File: src/rtl/edh_pic_reader_pkg.sv
// ---------------------------------------------------------------------------
// edh_pkg
// Shared definitions for the EDH picture reader:
//   state_e          - reader FSM states
//   AXI_SIZE_16B     - AXI beat size code for 16-byte beats
//   AXI_BURST_INCR   - AXI incrementing burst type
//   AXI_RESP_OKAY    - AXI OKAY response code
//   BASE_ADDR        - DRAM byte address of picture 0
//   PIC_BYTES        - byte stride between consecutive pictures
//   BURST_BEATS      - beats fetched per picture
// ---------------------------------------------------------------------------
package edh_pkg;

    typedef enum logic [2:0] {
        IDLE,
        ADDR,
        DATA,
        DRAIN,
        DONE
    } state_e;

    localparam logic [2:0]  AXI_SIZE_16B   = 3'b100;
    localparam logic [1:0]  AXI_BURST_INCR = 2'b01;
    localparam logic [1:0]  AXI_RESP_OKAY  = 2'b00;

    localparam logic [31:0] BASE_ADDR      = 32'h0004_0000;
    localparam int          PIC_BYTES      = 4096;
    localparam int          BURST_BEATS    = 256;

endpackage

File: src/rtl/edh_pic_reader_skid_buf.sv
// ---------------------------------------------------------------------------
// edh_skid_buf
// Two-entry valid/ready buffer between the AXI read data channel and the
// EDH stream. The upstream ready (can_accept_o) comes straight from a flop,
// computed from the next-cycle occupancy, so a beat arriving while the
// downstream stalls always has a free slot to land in.
//
// Ports:
//   clk, rst_n    - clock, asynchronous active-low reset
//   accept_en_i   - upstream may be granted ready next cycle
//   push_i        - a beat is transferred in this cycle
//   push_data_i   - beat payload
//   can_accept_o  - registered upstream ready
//   pop_valid_o   - buffer holds at least one beat
//   pop_data_o    - oldest beat
//   pop_ready_i   - downstream takes the oldest beat
//   empty_o       - buffer holds no beat
// ---------------------------------------------------------------------------
module edh_skid_buf #(
    parameter int WIDTH = 136
) (
    input  logic             clk,
    input  logic             rst_n,
    input  logic             accept_en_i,
    input  logic             push_i,
    input  logic [WIDTH-1:0] push_data_i,
    output logic             can_accept_o,
    output logic             pop_valid_o,
    output logic [WIDTH-1:0] pop_data_o,
    input  logic             pop_ready_i,
    output logic             empty_o
);

    logic [WIDTH-1:0] mem_q [2];
    logic             wr_ptr_q;
    logic             rd_ptr_q;
    logic [1:0]       count_q;
    logic [1:0]       count_d;
    logic             can_accept_q;
    logic             do_push;
    logic             do_pop;

    // A push into a full buffer is dropped rather than overwriting the head.
    assign do_push      = push_i && (count_q != 2'd2);
    assign do_pop       = pop_valid_o && pop_ready_i;

    assign pop_valid_o  = (count_q != 2'd0);
    assign pop_data_o   = mem_q[rd_ptr_q];
    assign empty_o      = (count_q == 2'd0);
    assign can_accept_o = can_accept_q;

    // Simultaneous push and pop leaves the occupancy unchanged.
    always_comb begin
        count_d = count_q;
        case ({do_push, do_pop})
            2'b10:   count_d = count_q + 2'd1;
            2'b01:   count_d = count_q - 2'd1;
            default: count_d = count_q;
        endcase
    end

    // Ready for next cycle is derived from next-cycle occupancy.
    always_ff @(posedge clk or negedge rst_n) begin
        if (!rst_n) begin
            for (int i = 0; i < 2; i++) begin
                mem_q[i] <= '0;
            end
            wr_ptr_q     <= 1'b0;
            rd_ptr_q     <= 1'b0;
            count_q      <= 2'd0;
            can_accept_q <= 1'b0;
        end else begin
            if (do_push) begin
                mem_q[wr_ptr_q] <= push_data_i;
                wr_ptr_q        <= ~wr_ptr_q;
            end
            if (do_pop) begin
                rd_ptr_q <= ~rd_ptr_q;
            end
            count_q      <= count_d;
            can_accept_q <= accept_en_i && (count_d != 2'd2);
        end
    end

endmodule

File: src/rtl/edh_pic_reader.sv
// ---------------------------------------------------------------------------
// edh_pic_reader
// AXI4 read-burst front end for the EDH core. A start request fetches one
// picture (BURST_BEATS beats of DATA_WIDTH bits) from DRAM and streams the
// beats, tagged with their index, to the erosion/dilation/histogram path.
//
// Ports:
//   clk, rst_n          - clock, asynchronous active-low reset
//   start, pic_no       - one-cycle request and picture index (IDLE only)
//   rd_busy, done, err  - status to the EDH controller; err valid with done
//   ar*_m_inf           - AXI read address channel (master side)
//   r*_m_inf            - AXI read data channel (master side)
//   out_data, out_idx,
//   out_valid, out_ready - beat stream to the EDH datapath
// ---------------------------------------------------------------------------
module edh_pic_reader #(
    parameter int                    ID_WIDTH    = 4,
    parameter int                    ADDR_WIDTH  = 32,
    parameter int                    DATA_WIDTH  = 128,
    parameter logic [ADDR_WIDTH-1:0] BASE_ADDR   = ADDR_WIDTH'(edh_pkg::BASE_ADDR),
    parameter int                    PIC_BYTES   = edh_pkg::PIC_BYTES,
    parameter int                    BURST_BEATS = edh_pkg::BURST_BEATS
) (
    input  logic                  clk,
    input  logic                  rst_n,
    input  logic                  start,
    input  logic [3:0]            pic_no,
    output logic                  rd_busy,
    output logic                  done,
    output logic                  err,
    output logic [ID_WIDTH-1:0]   arid_m_inf,
    output logic [ADDR_WIDTH-1:0] araddr_m_inf,
    output logic [7:0]            arlen_m_inf,
    output logic [2:0]            arsize_m_inf,
    output logic [1:0]            arburst_m_inf,
    output logic                  arvalid_m_inf,
    input  logic                  arready_m_inf,
    input  logic [ID_WIDTH-1:0]   rid_m_inf,
    input  logic [DATA_WIDTH-1:0] rdata_m_inf,
    input  logic [1:0]            rresp_m_inf,
    input  logic                  rlast_m_inf,
    input  logic                  rvalid_m_inf,
    output logic                  rready_m_inf,
    output logic [DATA_WIDTH-1:0] out_data,
    output logic [7:0]            out_idx,
    output logic                  out_valid,
    input  logic                  out_ready
);

    import edh_pkg::*;

    localparam logic [7:0]            LastBeat  = 8'(BURST_BEATS - 1);
    localparam logic [ADDR_WIDTH-1:0] PicStride = ADDR_WIDTH'(PIC_BYTES);

    state_e                  state_q;
    state_e                  state_d;
    logic [ADDR_WIDTH-1:0]   araddr_q;
    logic [ADDR_WIDTH-1:0]   araddr_d;
    logic                    arvalid_q;
    logic                    arvalid_d;
    logic                    err_q;
    logic                    err_d;
    logic [7:0]              beat_cnt_q;
    logic [7:0]              beat_cnt_d;

    logic                    rd_push;
    logic                    buf_accept_en;
    logic                    buf_can_accept;
    logic                    buf_empty;
    logic [DATA_WIDTH+7:0]   buf_data;
    logic                    unused_rid;

    // Read IDs are not checked: only one burst is ever outstanding.
    assign unused_rid = ^rid_m_inf;

    assign rd_push = rvalid_m_inf && buf_can_accept;

    // Next-state logic: address issue, beat counting, error capture.
    always_comb begin
        state_d    = state_q;
        araddr_d   = araddr_q;
        arvalid_d  = arvalid_q;
        err_d      = err_q;
        beat_cnt_d = beat_cnt_q;

        case (state_q)
            IDLE: begin
                if (start) begin
                    araddr_d  = BASE_ADDR + (ADDR_WIDTH'(pic_no) * PicStride);
                    arvalid_d = 1'b1;
                    err_d     = 1'b0;
                    state_d   = ADDR;
                end
            end
            ADDR: begin
                if (arvalid_q && arready_m_inf) begin
                    arvalid_d  = 1'b0;
                    beat_cnt_d = 8'd0;
                    state_d    = DATA;
                end
            end
            DATA: begin
                if (rd_push) begin
                    beat_cnt_d = beat_cnt_q + 8'd1;
                    if (rresp_m_inf != AXI_RESP_OKAY) begin
                        err_d = 1'b1;
                    end
                    // A missing or premature rlast both end the burst here;
                    // beats the slave still holds are never requested.
                    if (beat_cnt_q == LastBeat) begin
                        if (!rlast_m_inf) begin
                            err_d = 1'b1;
                        end
                        state_d = DRAIN;
                    end else if (rlast_m_inf) begin
                        err_d   = 1'b1;
                        state_d = DRAIN;
                    end
                end
            end
            DRAIN: begin
                if (buf_empty) begin
                    state_d = DONE;
                end
            end
            DONE: begin
                state_d = IDLE;
            end
            default: begin
                state_d = IDLE;
            end
        endcase
    end

    // rready is only granted while the next cycle is still in DATA.
    assign buf_accept_en = (state_d == DATA);

    // State and AXI address registers.
    always_ff @(posedge clk or negedge rst_n) begin
        if (!rst_n) begin
            state_q    <= IDLE;
            araddr_q   <= '0;
            arvalid_q  <= 1'b0;
            err_q      <= 1'b0;
            beat_cnt_q <= 8'd0;
        end else begin
            state_q    <= state_d;
            araddr_q   <= araddr_d;
            arvalid_q  <= arvalid_d;
            err_q      <= err_d;
            beat_cnt_q <= beat_cnt_d;
        end
    end

    edh_skid_buf #(
        .WIDTH (DATA_WIDTH + 8)
    ) u_skid (
        .clk          (clk),
        .rst_n        (rst_n),
        .accept_en_i  (buf_accept_en),
        .push_i       (rd_push),
        .push_data_i  ({rdata_m_inf, beat_cnt_q}),
        .can_accept_o (buf_can_accept),
        .pop_valid_o  (out_valid),
        .pop_data_o   (buf_data),
        .pop_ready_i  (out_ready),
        .empty_o      (buf_empty)
    );

    assign out_data      = buf_data[DATA_WIDTH+7:8];
    assign out_idx       = buf_data[7:0];

    assign rd_busy       = (state_q != IDLE) && (state_q != DONE);
    assign done          = (state_q == DONE);
    assign err           = err_q;

    assign arid_m_inf    = '0;
    assign araddr_m_inf  = araddr_q;
    assign arlen_m_inf   = LastBeat;
    assign arsize_m_inf  = AXI_SIZE_16B;
    assign arburst_m_inf = AXI_BURST_INCR;
    assign arvalid_m_inf = arvalid_q;
    assign rready_m_inf  = buf_can_accept;

endmodule

File: config.mk
export PLATFORM = sky130hd
export DESIGN_NAME = edh_pic_reader
export DESIGN_NICKNAME = d
export VERILOG_FILES = /design/src/rtl/edh_pic_reader_pkg.sv /design/src/rtl/edh_pic_reader_skid_buf.sv /design/src/rtl/edh_pic_reader.sv
export SDC_FILE = /design/constraint.sdc
export NUM_CORES = 1
export LEC_CHECK = 0
export ABC_AREA = 1
export CAP_MARGIN = 5
export CELL_PAD_IN_SITES_DETAIL_PLACEMENT = 1
export CELL_PAD_IN_SITES_GLOBAL_PLACEMENT = 1
export CORE_MARGIN = 4
export CORE_UTILIZATION = 36
export CTS_CLUSTER_SIZE = 20
export DETAILED_ROUTE_END_ITERATION = 8
export PLACE_DENSITY_LB_ADDON = 0.1
export SKIP_CTS_REPAIR_TIMING = 1
export SLEW_MARGIN = 20
export SYNTH_ARGS = -nofsm -noshare
export SYNTH_HDL_FRONTEND = slang
export SYNTH_HIERARCHICAL = 1
export SYNTH_SLANG_ARGS = --single-unit
File: constraint.sdc
create_clock -name clk -period 2.1 [get_ports clk]
set_input_delay 0.63 -clock clk [delete_from_list [all_inputs] [get_ports clk]]
set_output_delay 0.63 -clock clk [all_outputs]
set_load 0.05 [all_outputs]
==> flow_summary_export.csv, run 1 <==
group,metric,value,unit
synth,netlist.area_leader.share,55.7,%
synth,synth.mux.area_fraction,0,%
clock_network,clk_pin_slew,50,ps
synth,syn_area_per_cell,7.96,sq um
finish,final_cell_mix,"648 x nand2_1, 294 x dfrtp_1, 180 x o21ai_0",
timing,setup_slack,-281,ps
routing,first_iter_violations,511,
global_routing,antenna_found_initial,3,
place,hpwl,26800,um
routing,drc,0,
floorplanning,start_util,36.4,%
clock_network,cts_tree,"yes",
synth,synthXorXnorAreaFrac,0.198,%
routing,via_count,11400,
clock_network,worstSkewPairLatency,500,ps
setup_path,worst_ep_arrival_time,1750,ps
clock_network,root_buffer,"clkbuf_16",
setup_path,path_max_fanout,23,
run_status,status,"finished, violations left",
routing,postRouteWirelength,39900,um
synth,ys_types,28,
setup_path,crit_chain,"buf_16, buf_16, nand2_1, nand2_2, buf_12",
synth,synth-simple-area-share,22.7,%
finish,regArea,0.00739,sq mm
setup_path,worstPathRequired,1470,ps
power_and_ir_drop,p_switching,16.1,mW
finish,nets,2094,
routing,drt.antenna.violating_nets,0,
clock_network,clock-sinks,295,
place,gp_congestion,0.776,
routing,avgRoutedWirePerCell,16.4,um
power_and_ir_drop,ir_drop,0.826,mV
power_and_ir_drop,p_leak,10.0,nW
synth,synth-seq-area-share,55.7,%
timing,hold_viol_final,0,
synth,synthesis.area,0.0133,sq mm
finish,multi_input_area,0.00491,sq mm
setup_path,path_common_cell,"buf_16",
power_and_ir_drop,power_frac_comb,58.3,%
finish,drive_gt1_share,18.5,%
finish,final_common_cell,"nand2_1",
floorplanning,io-pin-count,336,
power_and_ir_drop,swShare,43.3,%
synth,synthAdderAreaFrac,0.189,%
power_and_ir_drop,clkPwrFrac,16.3,%
global_routing,grt_max_degree,80,
finish,final_cells,2441,
job,drv_cap,0,
synth,synth_compound_area_share,10.6,%
run_status,violations,"setup timing",
floorplanning,die_w,200,um
finish,fillerInstances,4186,
place,dp_cells,2368,
synth,yosysWarnings,6,
timing,timing.fmax,0.420,GHz
floorplanning,core,0.0364,sq mm
setup_path,critPathKind,"flop to output port",
floorplanning,chipHeight,200,um
timing,drv_slew,0,
setup_path,critPathCaptureType,"output port",
timing,period_minus_slack,2380,ps
worst_hold_path,hp-class,"flop to flop",
power_and_ir_drop,p_int,21.0,mW
synth,synth_area_leader_cell,"dfrtp_1",
finish,fin_util,54.3,%
synth,synth_area_leaders,"dfrtp_1 56%, nand2_1 21%, o21ai_0 6.8%",
place,io_buffers,287,
timing,finalSetupViolations,136,
floorplanning,fp-row-count,70,
global_routing,grt.total_usage,19.1,%
clock_network,h-tree-depth,2,
clock_network,cts_buffers,35,
global_routing,gr-total-overflow,0,
timing,rsz0062_at_grt,"true",
global_routing,grt_pass1_wl,62300,um
floorplanning,dieArea,0.0399,sq mm
synth,synth_top_family_by_area,"simple AND/OR/NAND/NOR gates",
setup_path,critPathMaxStageDelay,530,ps
power_and_ir_drop,p_seq_share,25.4,%
synth,yosys_register_bits,295,
place,pre_cts_ws,-138,ps
synth,synth_cells,1665,
timing,finalClockSkew,12.3,ps
global_routing,first_global_vias,12100,
routing,viasPerCell,4.66,
setup_path,slowest_stage,"dfrtp_4",
clock_network,cts_buffer_depth,3,
timing,holdWs,481,ps
routing,firstDrtPassIters,5,
timing,fin_crit_sh,113,%
setup_path,start_kind,"flop",
finish,syn2layout_area_growth,49.3,%
power_and_ir_drop,powerDensity,1870,mW/mm^2
## worst max-delay path: cells and delay by family, from the launching register on
kind          cells  cell delay (ps)
flops             1              530
buf+inv           3              510
simple gates      2              200
## power groups by stage
stage	Clock (mW)	Sequential (mW)	Combinational, mW
2_1_floorplan	0	9.27	10.6
3_3_place_gp	0	9.29	20.5
3_5_place_dp	0	9.43	20.8
4_1_cts	6.25	9.37	20.9
5_1_grt	6.50	9.73	23.0
6_report	6.03	9.42	21.6
## state kept, by name, indices dropped and copies added (netlist names)
| name | count |
|---|---|
| u_skid/can_accept_o | 1 |
| u_skid/count_q | 2 |
| u_skid/rd_ptr_q | 1 |
| arvalid_m_inf | 1 |
| err | 1 |
| u_skid/wr_ptr_q | 1 |
| beat_cnt_q | 8 |
| u_skid/mem_q | 272 |
| state_q | 3 |
| araddr_m_inf | 5 |
## layout make-up
class / instances / share of cell area, %
sequential: 295 / 37.3
timing repair buffer: 337 / 25.7
multi-input combinational: 1110 / 24.8
clock buffer: 55 / 5.63
inverter: 168 / 3.25
tap: 468 / 2.96
clock inverter: 6 / 0.278
antenna: 2 / 0.0253
## metal layers
layer	vias up	wire length, um	GRT usage, %
li1	5602	-	-
met1	5503	16900	25.1
met2	228	20400	33.3
met3	51	1860	3.16
met4	2	777	4.63
met5	-	11	0
## stage by stage
step	TNS, ps	total power [mW]	instance area [sq um]
floorplan	0	19.9	13400
global placement	-8400	29.8	18100
CTS	-52370	36.5	19300
finish	-30750	37.1	19800
detailed placement	-12040	30.2	18100
global route	-39200	39.2	19800
## Yosys cell counts, drive strengths merged
master / n
clkbuf: 46
ha: 2
o21ai: 276
o21bai: 1
nor3: 1
inv: 168
nand4: 4
nand3b: 1
nand3: 15
dfrtp: 295
xor2: 3
buf: 88
nor2: 17
conb: 2
or2: 2
nand2: 742
a21oi: 2
## final timing paths
path | from | endpoint | slack, ps | depth (start not counted)
worst max-delay path | u_skid/rd_ptr_q | out_data[32] | -280 | 5
worst min-delay path | u_skid/mem_q[130] | u_skid/mem_q[130] | 480 | 2
worst max register to register | u_skid/count_q[0] | u_skid/can_accept_o | 350 | 10
worst min register to register | u_skid/mem_q[130] | u_skid/mem_q[130] | 480 | 2
max in group asynchronous | rst_n | u_skid/mem_q[15] | 770 | 3
min in group asynchronous | rst_n | u_skid/mem_q[46] | 590 | 2
## cells by family (layout without fill, tap and decap cells)
kind of cell,count (synthesis),in the layout
compound gates,279,279
other cells,2,46
fa+ha+maj,2,2
xor+xnor,3,3
simple gates,782,782
flops,295,295
buf+inv,302,566
(Power assumes the default switching activity.)
==> run 2, diff against run 1 <==
--- a/config.mk
+++ b/config.mk
@@ -9,10 +9,12 @@
 export CAP_MARGIN = 5
 export CELL_PAD_IN_SITES_DETAIL_PLACEMENT = 1
 export CELL_PAD_IN_SITES_GLOBAL_PLACEMENT = 1
+export CORE_ASPECT_RATIO = 0.5
 export CORE_MARGIN = 4
 export CORE_UTILIZATION = 36
 export CTS_CLUSTER_SIZE = 20
 export DETAILED_ROUTE_END_ITERATION = 8
+export HOLD_SLACK_MARGIN = 0.05
 export PLACE_DENSITY_LB_ADDON = 0.1
 export SKIP_CTS_REPAIR_TIMING = 1
 export SLEW_MARGIN = 20
==> flow_summary_export.csv, run 2 (synthesis results as in run 1) <==
group,metric,value,unit
floorplanning,fp-row-count,49,
clock_network,cts_tree,"yes",
finish,top_register,"u_skid/mem_q",
clock_network,cts_buffer_depth,3,
finish,antennaDiodeCount,0,
routing,viasPerCell,4.58,
power_and_ir_drop,clkPwrFrac,15.0,%
finish,nets,2088,
clock_network,clk_pin_slew,60,ps
power_and_ir_drop,p_switching,15.9,mW
global_routing,antenna_found_initial,0,
routing,postRouteWirelength,39600,um
timing,rsz0062_at_grt,"true",
setup_path,start_kind,"flop",
timing,fin_crit_sh,117,%
run_status,status,"finished, violations left",
clock_network,clock-sinks,295,
clock_network,root_buffer,"clkbuf_16",
finish,final_cell_mix,"649 x nand2_1, 294 x dfrtp_1, 180 x o21ai_0",
floorplanning,start_util,36.7,%
run_status,violations,"setup timing",
routing,first_iter_violations,609,
floorplanning,dieArea,0.0401,sq mm
place,gp_congestion,0.733,
floorplanning,die_w,279,um
finish,largest_register_ffs,272,
routing,drc,0,
global_routing,first_global_vias,11800,
place,io_buffers,287,
place,dp_cells,2383,
finish,final_cells,2444,
finish,syn2layout_area_growth,47.5,%
power_and_ir_drop,swShare,43.8,%
power_and_ir_drop,power_frac_comb,59.1,%
timing,drv_slew,0,
setup_path,worst_ep_arrival_time,1840,ps
place,hpwl,26600,um
setup_path,reg2reg_from,"u_skid/count_q[0]",
worst_hold_path,min_from,"u_skid/mem_q[70]",
timing,setup_slack,-367,ps
setup_path,critPathKind,"flop to output port",
timing,holdWs,482,ps
routing,avgRoutedWirePerCell,16.2,um
power_and_ir_drop,p_leak,9.89,nW
setup_path,crit_chain,"clkinv_8, buf_12, nand2_1, nand2_1, buf_12",
clock_network,h-tree-depth,1,
clock_network,cts_buffers,29,
power_and_ir_drop,p_seq_share,25.9,%
timing,period_minus_slack,2470,ps
floorplanning,io-pin-count,336,
setup_path,slowest_stage,"dfrtp_4",
power_and_ir_drop,p_int,20.4,mW
finish,final_common_cell,"nand2_1",
global_routing,grt_pass1_wl,61000,um
setup_path,critPathCaptureType,"output port",
worst_hold_path,hp-class,"flop to flop",
setup_path,critPathMaxStageDelay,570,ps
clock_network,worstSkewPairLatency,550,ps
job,drv_cap,0,
timing,finalClockSkew,10.5,ps
floorplanning,core,0.0361,sq mm
timing,finalSetupViolations,138,
routing,via_count,11200,
global_routing,grt_max_degree,83,
timing,hold_viol_final,0,
setup_path,worstSetupStartpoint,"u_skid/rd_ptr_q",
routing,firstDrtPassIters,4,
floorplanning,chipHeight,144,um
setup_path,path_max_fanout,18,
global_routing,gr-total-overflow,0,
global_routing,grt.total_usage,18.6,%
power_and_ir_drop,ir_drop,1.14,mV
timing,timing.fmax,0.405,GHz
finish,drive_gt1_share,17.7,%
setup_path,worstPathRequired,1470,ps
power_and_ir_drop,powerDensity,1860,mW/mm^2
routing,drt.antenna.violating_nets,0,
timing,setup_tns,-43170,ps
==> run 2: cell type report <==
type	instances	area, sq um
inverters	168	643
clock buffers	44	842
well taps	484	606
repair buffers	337	5050
multi-input cells	1110	4890
flip-flops and latches	295	7390
clock inverters	6	130
fillers	4130	16600
==> run 2: routing by layer <==
layer	share of wire (%)	track usage, %	routed length, um
met1	44	23.0	17300
met2	52	35.0	20500
met3	2.8	2.69	1120
met4	1.8	3.68	730
met5	0	0	0
==> run 2: worst paths after layout <==
check	cells past startpoint	slack, ps	to
worst max-delay path	5	-370	out_data[125]
worst min-delay path	2	480	u_skid/mem_q[70]
worst max register to register	9	370	u_skid/can_accept_o
worst min register to register	2	480	u_skid/mem_q[70]
max in group asynchronous	4	800	u_skid/mem_q[77]
min in group asynchronous	2	490	u_skid/mem_q[262]
==> run 2: worst max-delay path: cells and delay by family (launching register included) <==
kind | cells | cell delay (ps)
buf+inv | 3 | 500
flops | 1 | 570
simple gates | 2 | 210
==> run 2: through the flow <==
step           instance area, sq um  setup slack, ps  util [%]  power [mW]
2_1_floorplan                 13400             13.1         -        19.9
3_3_place_gp                  18100             -116      50.1        29.7
3_5_place_dp                  18100             -137      50.1        30.0
4_1_cts                       19000             -451      52.7        35.6
5_1_grt                       19600             -453      54.1        38.5
6_report                      19600             -367      54.1        36.4
==> run 2: power groups by stage <==
stage	logic, mW	clock network, mW	registers [mW]
6_report	21.5	5.45	9.40
2_1_floorplan	10.6	0	9.27
4_1_cts	20.7	5.63	9.35
3_5_place_dp	20.6	0	9.42
3_3_place_gp	20.4	0	9.31
5_1_grt	22.8	5.92	9.72
